--- config.mk ---
export PLATFORM = sky130hd
export DESIGN_NAME = fifo_rx
export DESIGN_NICKNAME = d
export VERILOG_FILES = /design/src/rtl/fifo_rx.sv
export SDC_FILE = /design/constraint.sdc
export NUM_CORES = 1
export LEC_CHECK = 0
export BUFFER_PORTS_ARGS = -buffer_cell sky130_fd_sc_hd__buf_2
export CAP_MARGIN = 20
export CORE_ASPECT_RATIO = 0.9
export CORE_MARGIN = 1.5
export CORE_UTILIZATION = 50
export CTS_BUF_LIST = sky130_fd_sc_hd__clkbuf_4 sky130_fd_sc_hd__clkbuf_8
export CTS_CLUSTER_DIAMETER = 120
export DETAILED_ROUTE_END_ITERATION = 10
export GPL_TIMING_DRIVEN = 0
export PLACE_DENSITY = 0.67
export SYNTH_ARGS = -nofsm -noshare
export SYNTH_HDL_FRONTEND = slang
export SYNTH_SLANG_ARGS = --single-unit
--- constraint.sdc ---
create_clock -name clk_fifo_rx -period 3.1 [get_ports clk_fifo_rx]
set_input_delay 0.155 -clock clk_fifo_rx [delete_from_list [all_inputs] [get_ports clk_fifo_rx]]
set_output_delay 0.155 -clock clk_fifo_rx [all_outputs]
set_load 0.02 [all_outputs]
--- src/rtl/fifo_rx.sv ---
// Receive-side frame FIFO: buffers frames plus their error flag from the receiver shifter,
// with registered occupancy flags, one-cycle registered pop and a sticky overrun flag.
module fifo_rx #(
    parameter int unsigned DATA_WIDTH     = 8,
    parameter int unsigned MAX_FIFO_FRAME = 16,
    parameter int unsigned AFULL_LEVEL    = 12
) (
    input  logic                              clk_fifo_rx,
    input  logic                              rst_fifo_rx,
    input  logic [DATA_WIDTH-1:0]             data_in,
    input  logic                              frame_valid,
    input  logic                              frame_error,
    input  logic                              read_frame,
    input  logic                              clear_overrun,
    output logic [DATA_WIDTH-1:0]             data_out,
    output logic                              data_out_err,
    output logic                              data_out_valid,
    output logic                              fifo_rx_full,
    output logic                              fifo_rx_empty,
    output logic                              fifo_rx_afull,
    output logic [$clog2(MAX_FIFO_FRAME):0]   fifo_rx_count,
    output logic                              overrun
);

    localparam int unsigned AW = $clog2(MAX_FIFO_FRAME);
    localparam int unsigned CW = AW + 1;
    localparam logic [CW-1:0] FULL_CNT  = CW'(MAX_FIFO_FRAME);
    localparam logic [CW-1:0] AFULL_CNT = CW'(AFULL_LEVEL);

    // Each entry carries the frame's error bit in the MSB.
    logic [DATA_WIDTH:0] mem [MAX_FIFO_FRAME];
    logic [AW-1:0]       wr_ptr;
    logic [AW-1:0]       rd_ptr;
    logic                rd_acc;
    logic                wr_acc;
    logic                drop;
    logic [CW-1:0]       count_d;

    always_comb begin
        rd_acc  = read_frame && !fifo_rx_empty;
        // A pop in the same cycle frees the slot, so a full FIFO can still accept.
        wr_acc  = frame_valid && (!fifo_rx_full || rd_acc);
        drop    = frame_valid && fifo_rx_full && !rd_acc;
        count_d = fifo_rx_count;
        if (wr_acc && !rd_acc) begin
            count_d = fifo_rx_count + CW'(1);
        end else if (rd_acc && !wr_acc) begin
            count_d = fifo_rx_count - CW'(1);
        end
    end

    always_ff @(posedge clk_fifo_rx) begin
        if (!rst_fifo_rx && wr_acc) begin
            mem[wr_ptr] <= {frame_error, data_in};
        end
    end

    always_ff @(posedge clk_fifo_rx) begin
        if (rst_fifo_rx) begin
            wr_ptr         <= '0;
            rd_ptr         <= '0;
            fifo_rx_count  <= '0;
            fifo_rx_empty  <= 1'b1;
            fifo_rx_full   <= 1'b0;
            fifo_rx_afull  <= 1'b0;
            overrun        <= 1'b0;
            data_out       <= '0;
            data_out_err   <= 1'b0;
            data_out_valid <= 1'b0;
        end else begin
            data_out_valid <= rd_acc;
            if (rd_acc) begin
                data_out     <= mem[rd_ptr][DATA_WIDTH-1:0];
                data_out_err <= mem[rd_ptr][DATA_WIDTH];
                rd_ptr       <= rd_ptr + AW'(1);
            end
            if (wr_acc) begin
                wr_ptr <= wr_ptr + AW'(1);
            end
            fifo_rx_count <= count_d;
            fifo_rx_empty <= (count_d == '0);
            fifo_rx_full  <= (count_d == FULL_CNT);
            fifo_rx_afull <= (count_d >= AFULL_CNT);
            // A drop in the same cycle wins over a clear request.
            if (drop) begin
                overrun <= 1'b1;
            end else if (clear_overrun) begin
                overrun <= 1'b0;
            end
        end
    end

endmodule

* Word-level counts from Yosys, hierarchy flattened
Memory sizes are Yosys's and may differ from the RTL's. A register that Yosys moved wholly into a read port is not among the register bits.
Cells that the tools add are included.
** Cells by class
- Order comparisons :: 1
- Equal/unequal tests :: 1
- Mux-type cells :: 6
- Add/subtract/negate cells :: 4
- Reduce and logical (&&, ||, !) cells :: 15
** Operator list (number)
- 2-to-1 mux 5 bit :: 2
- adder 4 x 1 -> 4 bit (second input constant) :: 2
- logical AND 1 bit :: 7
- adder 5 x 1 -> 5 bit (second input constant) :: 1
- == test 5 bit (second input constant) :: 1
- greater-or-equal comparator 5 x 4 -> 1 bit (second input constant) :: 1
- logical NOT 1 bit :: 5
- logical NOT 5 bit :: 1
- subtractor 5 x 1 -> 5 bit (second input constant) :: 1
- 2-to-1 mux 1 bit :: 4
- nonzero test 2 bit :: 1
- logical OR 1 bit :: 1
** Word-level totals
- Output and inout port bits :: 19
- Register bits after elaboration :: 18
- Memories kept :: 1
- Bits in writable memories :: 144
- Bits of input ports :: 14
- Logic and storage cells :: 36
** Memories
- mem :: words 16, bits a word 9, read ports 1, clocked after Yosys merged registers in 1, wr ports 1, RTL line 31 : logic [DATA_WIDTH:0] mem [MAX_FIFO_FRAME];

* Longest topological paths before layout
- Depth after elaboration :: 9
- Gate-level depth with buffers :: 7
- Mapped depth without buffers :: 7

* Least setup slack after synthesis
OpenSTA, ideal clock, no wires.
- Path kind :: flip-flop to flip-flop
- Start point :: register fifo_rx_empty
- End point :: memory mem[0][0] (netlist bit), enable pin
- Buffers on the path :: 1
- Stages on the path, launching flop included :: 7
- Setup time :: 0.387 ns
- Setup slack :: 0.808 ns
- Data required time :: 2.713 ns
- Clock period less this slack :: 2.292 ns
- Arrival time :: 1.905 ns
- Cell sequence :: dfxtp_1 nand2b_1 buf_2 a21boi_2 and2b_1 nand2_1 nor3_1
** Between the ends
- Cells in the longest elaborated chain, start to end :: 7
** Ends and longest elaborated chain
- start: declaration :: RTL line 19 : output logic fifo_rx_empty,
- start signal: assignment :: RTL line 81 : fifo_rx_empty <= (count_d == '0);
- logical NOT 1 bit :: RTL line 40 : rd_acc = read_frame && !fifo_rx_empty;
- logical AND 1 bit :: RTL line 40
- logical OR 1 bit :: RTL line 42 : wr_acc = frame_valid && (!fifo_rx_full || rd_acc);
- logical AND 1 bit :: RTL line 42
- logical AND 1 bit :: RTL line 53 : if (!rst_fifo_rx && wr_acc) begin
- 2-to-1 mux 1 bit :: RTL line 53
- 2-to-1 mux 1 bit (not written as such) :: RTL line 54 : mem[wr_ptr] <= {frame_error, data_in};
- end: declaration :: RTL line 31
Every way passes these cells.

* Final worst setup path
- Start point :: register fifo_rx_empty
- End point :: memory mem[2][3] (netlist bit), enable pin
Same word-level chain as after synthesis.

==> qor.txt <==
fraction of layout cells with a size suffix above 1 -> 18.20%
Netlist cell types -> 40
Root Buffer -> clkbuf_8
register area share after synthesis -> 71.73%
Worst setup SP type -> flop
flops & latches, synth -> 171
Reg clk slew, reported paths -> 80 ps
Peak Freq -> 369.7 MHz
unrepaired setup endpoints after global routing -> false
port bufs -> 31
crit path time final -> 2705 ps
IO Count -> 33
Post-Syn Instances -> 433
number of antenna violations at the first check in global routing -> 0
Congestion Overflow GR -> 0
synthesized cell area -> 6782 µm²
Placed Instance Area -> 7169 µm²
clk_skew -> 11.56 ps
fin. max-slew vios -> 0
level count of the clock H-tree -> 4
Slew HR -> 37.09%
Worst Tran Pin Value -> 936.4 ps
post_cts resized -> 0
Ys Warns -> 0
Final #Nets -> 508
Die W -> 125.8 µm
crit-path max FO -> 9
ys async rst share -> 0%
vias in the first global route -> 3793
Crit Path Category -> flop to flop
Final Hold Fails -> 0
Crit. End Element -> flop
Max Cap Violations -> 0
CTS tree -> done
Final ANT Viol Nets -> 0
wire per inst -> 21.67 µm
final wirelength -> 14.48 mm
Filler cells -> 1064
core area -> 13310 µm²
syn_nets -> 454
Register Area -> 4865 µm²
DR iter-0 viols -> 290
via count -> 3815
most frequent CP cell -> buf_2
CTS Buf Count -> 17
EDFF count, synth -> 144
Multi-input gate area -> 1775 µm²
HPWL after DPL -> 9.485 mm
HP Class -> input pin to flop
TritonRoute pass-1 iters -> 7
row count -> 40
P per Cell Area -> 636.1 nW/µm²
vias per cell -> 5.711
Total GRT Usage -> 21.39%
main flop type after synthesis -> edfxtp_1
Die Y -> 113.5 µm
Clock Latency Late Sink -> 450 ps
syn avg cell area -> 15.66 µm²
status -> finished, final reports clean
Pleak -> 2.479 nW
Worst EP arrival -> 2850 ps
first-pass GRT wire length -> 21.73 mm
Layout Cell Area excl Fill -> 7596 µm²
Final period util -> 87.27%
Worst VDD drop -> 556.1 µV
Slowest-stage cell, CP -> nor3_1
Final TNS setup -> 0 ps
final design utilization -> 57.06%
Final Wtd Congestion -> 0.8444
Critical Path Max Stage Delay -> 690 ps
diode count -> 0
Cell Chain, Critical Path -> nand2b_1 > buf_2 > a21boi_2 > and2b_1 > nand2_1 > nor3_1 > buf_2
die area -> 14270 µm²
Starting Density -> 50.94%
CP required -> 3250 ps
DR DRC count -> 0
Layout area overhead -> 12.01%
largest net degree at the start of global routing -> 17
final setup vio count -> 0
maximum clock path buffer count -> 2
Clock Sinks -> 171
cells by family (layout without fill, tap and decap cells):
logic type	count (synthesis)	count (layout)	synth area share (%)
adder cells (fa/ha/maj)	7	7	1.291
flip-flops	171	171	71.73
multiplexers	71	71	10.87
buffers and inverters	30	97	2.159
AO/OA/AOI/OAI	65	65	7.048
AND/OR/NAND/NOR	79	79	5.609
XOR/XNOR	10	10	1.291
final timing paths:
| path | slack, ps | cells past startpoint | endpoint | from |
|---|---|---|---|---|
| max | 390 | 7 | mem[2][3] | fifo_rx_empty |
| min | 60 | 3 | overrun | frame_valid |
| max reg2reg | 390 | 7 | mem[2][3] | fifo_rx_empty |
| min reg2reg | 510 | 2 | overrun | overrun |
critical path, delay by kind of cell (launching register included):
| kind | cells | cell delay (ps) |
|---|---|---|
| AO/OA/AOI/OAI | 1 | 310 |
| buffers and inverters | 2 | 510 |
| flip-flops | 1 | 350 |
| AND/OR/NAND/NOR | 4 | 1230 |
where the power goes:
| part | switching [mW] | leakage [nW] | internal [mW] |
|---|---|---|---|
| Clock | 0.730 | 0.221 | 0.879 |
| Combinational | 0.377 | 0.740 | 0.232 |
| Sequential | 0.0615 | 1.52 | 2.55 |
state kept, by name (all words and copies together) (netlist names):
name            cells
mem               144
data_out            8
fifo_rx_count       5
rd_ptr              4
wr_ptr              4
data_out_err        1
data_out_valid      1
fifo_rx_afull       1
fifo_rx_empty       1
fifo_rx_full        1
overrun             1
per-layer routing:
| layer | vias up | GRT usage [%] | share of wire, % |
|---|---|---|---|
| met1 | 1912 | 28.41 | 44 |
| li1 | 1775 | - | - |
| met3 | 9 | 5.722 | 5.8 |
| met4 | 0 | 6.667 | 0.87 |
| met2 | 119 | 34.91 | 49 |
| met5 | - | 0 | 0 |
synth_stat cells (all sizes together), types with 7 or more instances:
cell	number	area share [%]
edfxtp	144	64
mux2i	68	10
a22oi	34	3.8
nor2	30	1.7
dfxtp	27	8.0
buf	21	1.7
nand2	16	0.89
a32oi	10	1.3
nand3	10	0.74
o21ai	10	0.74
ha	7	1.3
area by class of cell:
cell class | instances | area share (%)
Inverter | 6 | 0.2965
Multi-Input combinational cell | 232 | 23.37
Sequential cell | 171 | 64.04
Timing Repair Buffer | 35 | 2.405
Tap cell | 168 | 2.767
Buffer | 24 | 1.631
Clock inverter | 9 | 1.565
Clock buffer | 23 | 3.920
stage by stage:
stage / std cells / hold WS, ps / setup WS (ps) / total power [mW]
final: 668 / 58.86 / 394.8 / 4.832
after global routing: 668 / 60.90 / 144.9 / 5.012
after CTS: 668 / 27.28 / 367.5 / 4.856
after detailed placement: 635 / 463.9 / 382.8 / 3.268
after global placement: 632 / 451.7 / 227.2 / 3.249
after floorplan: 433 / 253.9 / 808.1 / 3.060
layout by cell type, fill, tap and decap left out, types with 3 or more instances in the layout:
cell and n:
mux2i_1 68, clkinv_2 5, dfxtp_1 27, o21ai_1 9, xor2_1 6, nor2b_1 5, a21oi_1 3, buf_4 5
edfxtp_1 144, a32oi_1 10, nand2_1 16, xnor2_1 4, inv_1 6, clkbuf_4 3, nand3_1 10, bufinv_16 3
nand2b_1 3, nor3_1 4, clkbuf_8 20, buf_2 48, a22oi_1 34, ha_1 7, nor2_1 29, clkbuf_1 3
repair_timing:
item / 4_1_cts / 5_1_grt
setup buffers: 0 / 0
hold buffers: 1 / 0
hold endpoints to repair: 1 / 0
No activity file was read; power rests on OpenSTA's default activity.
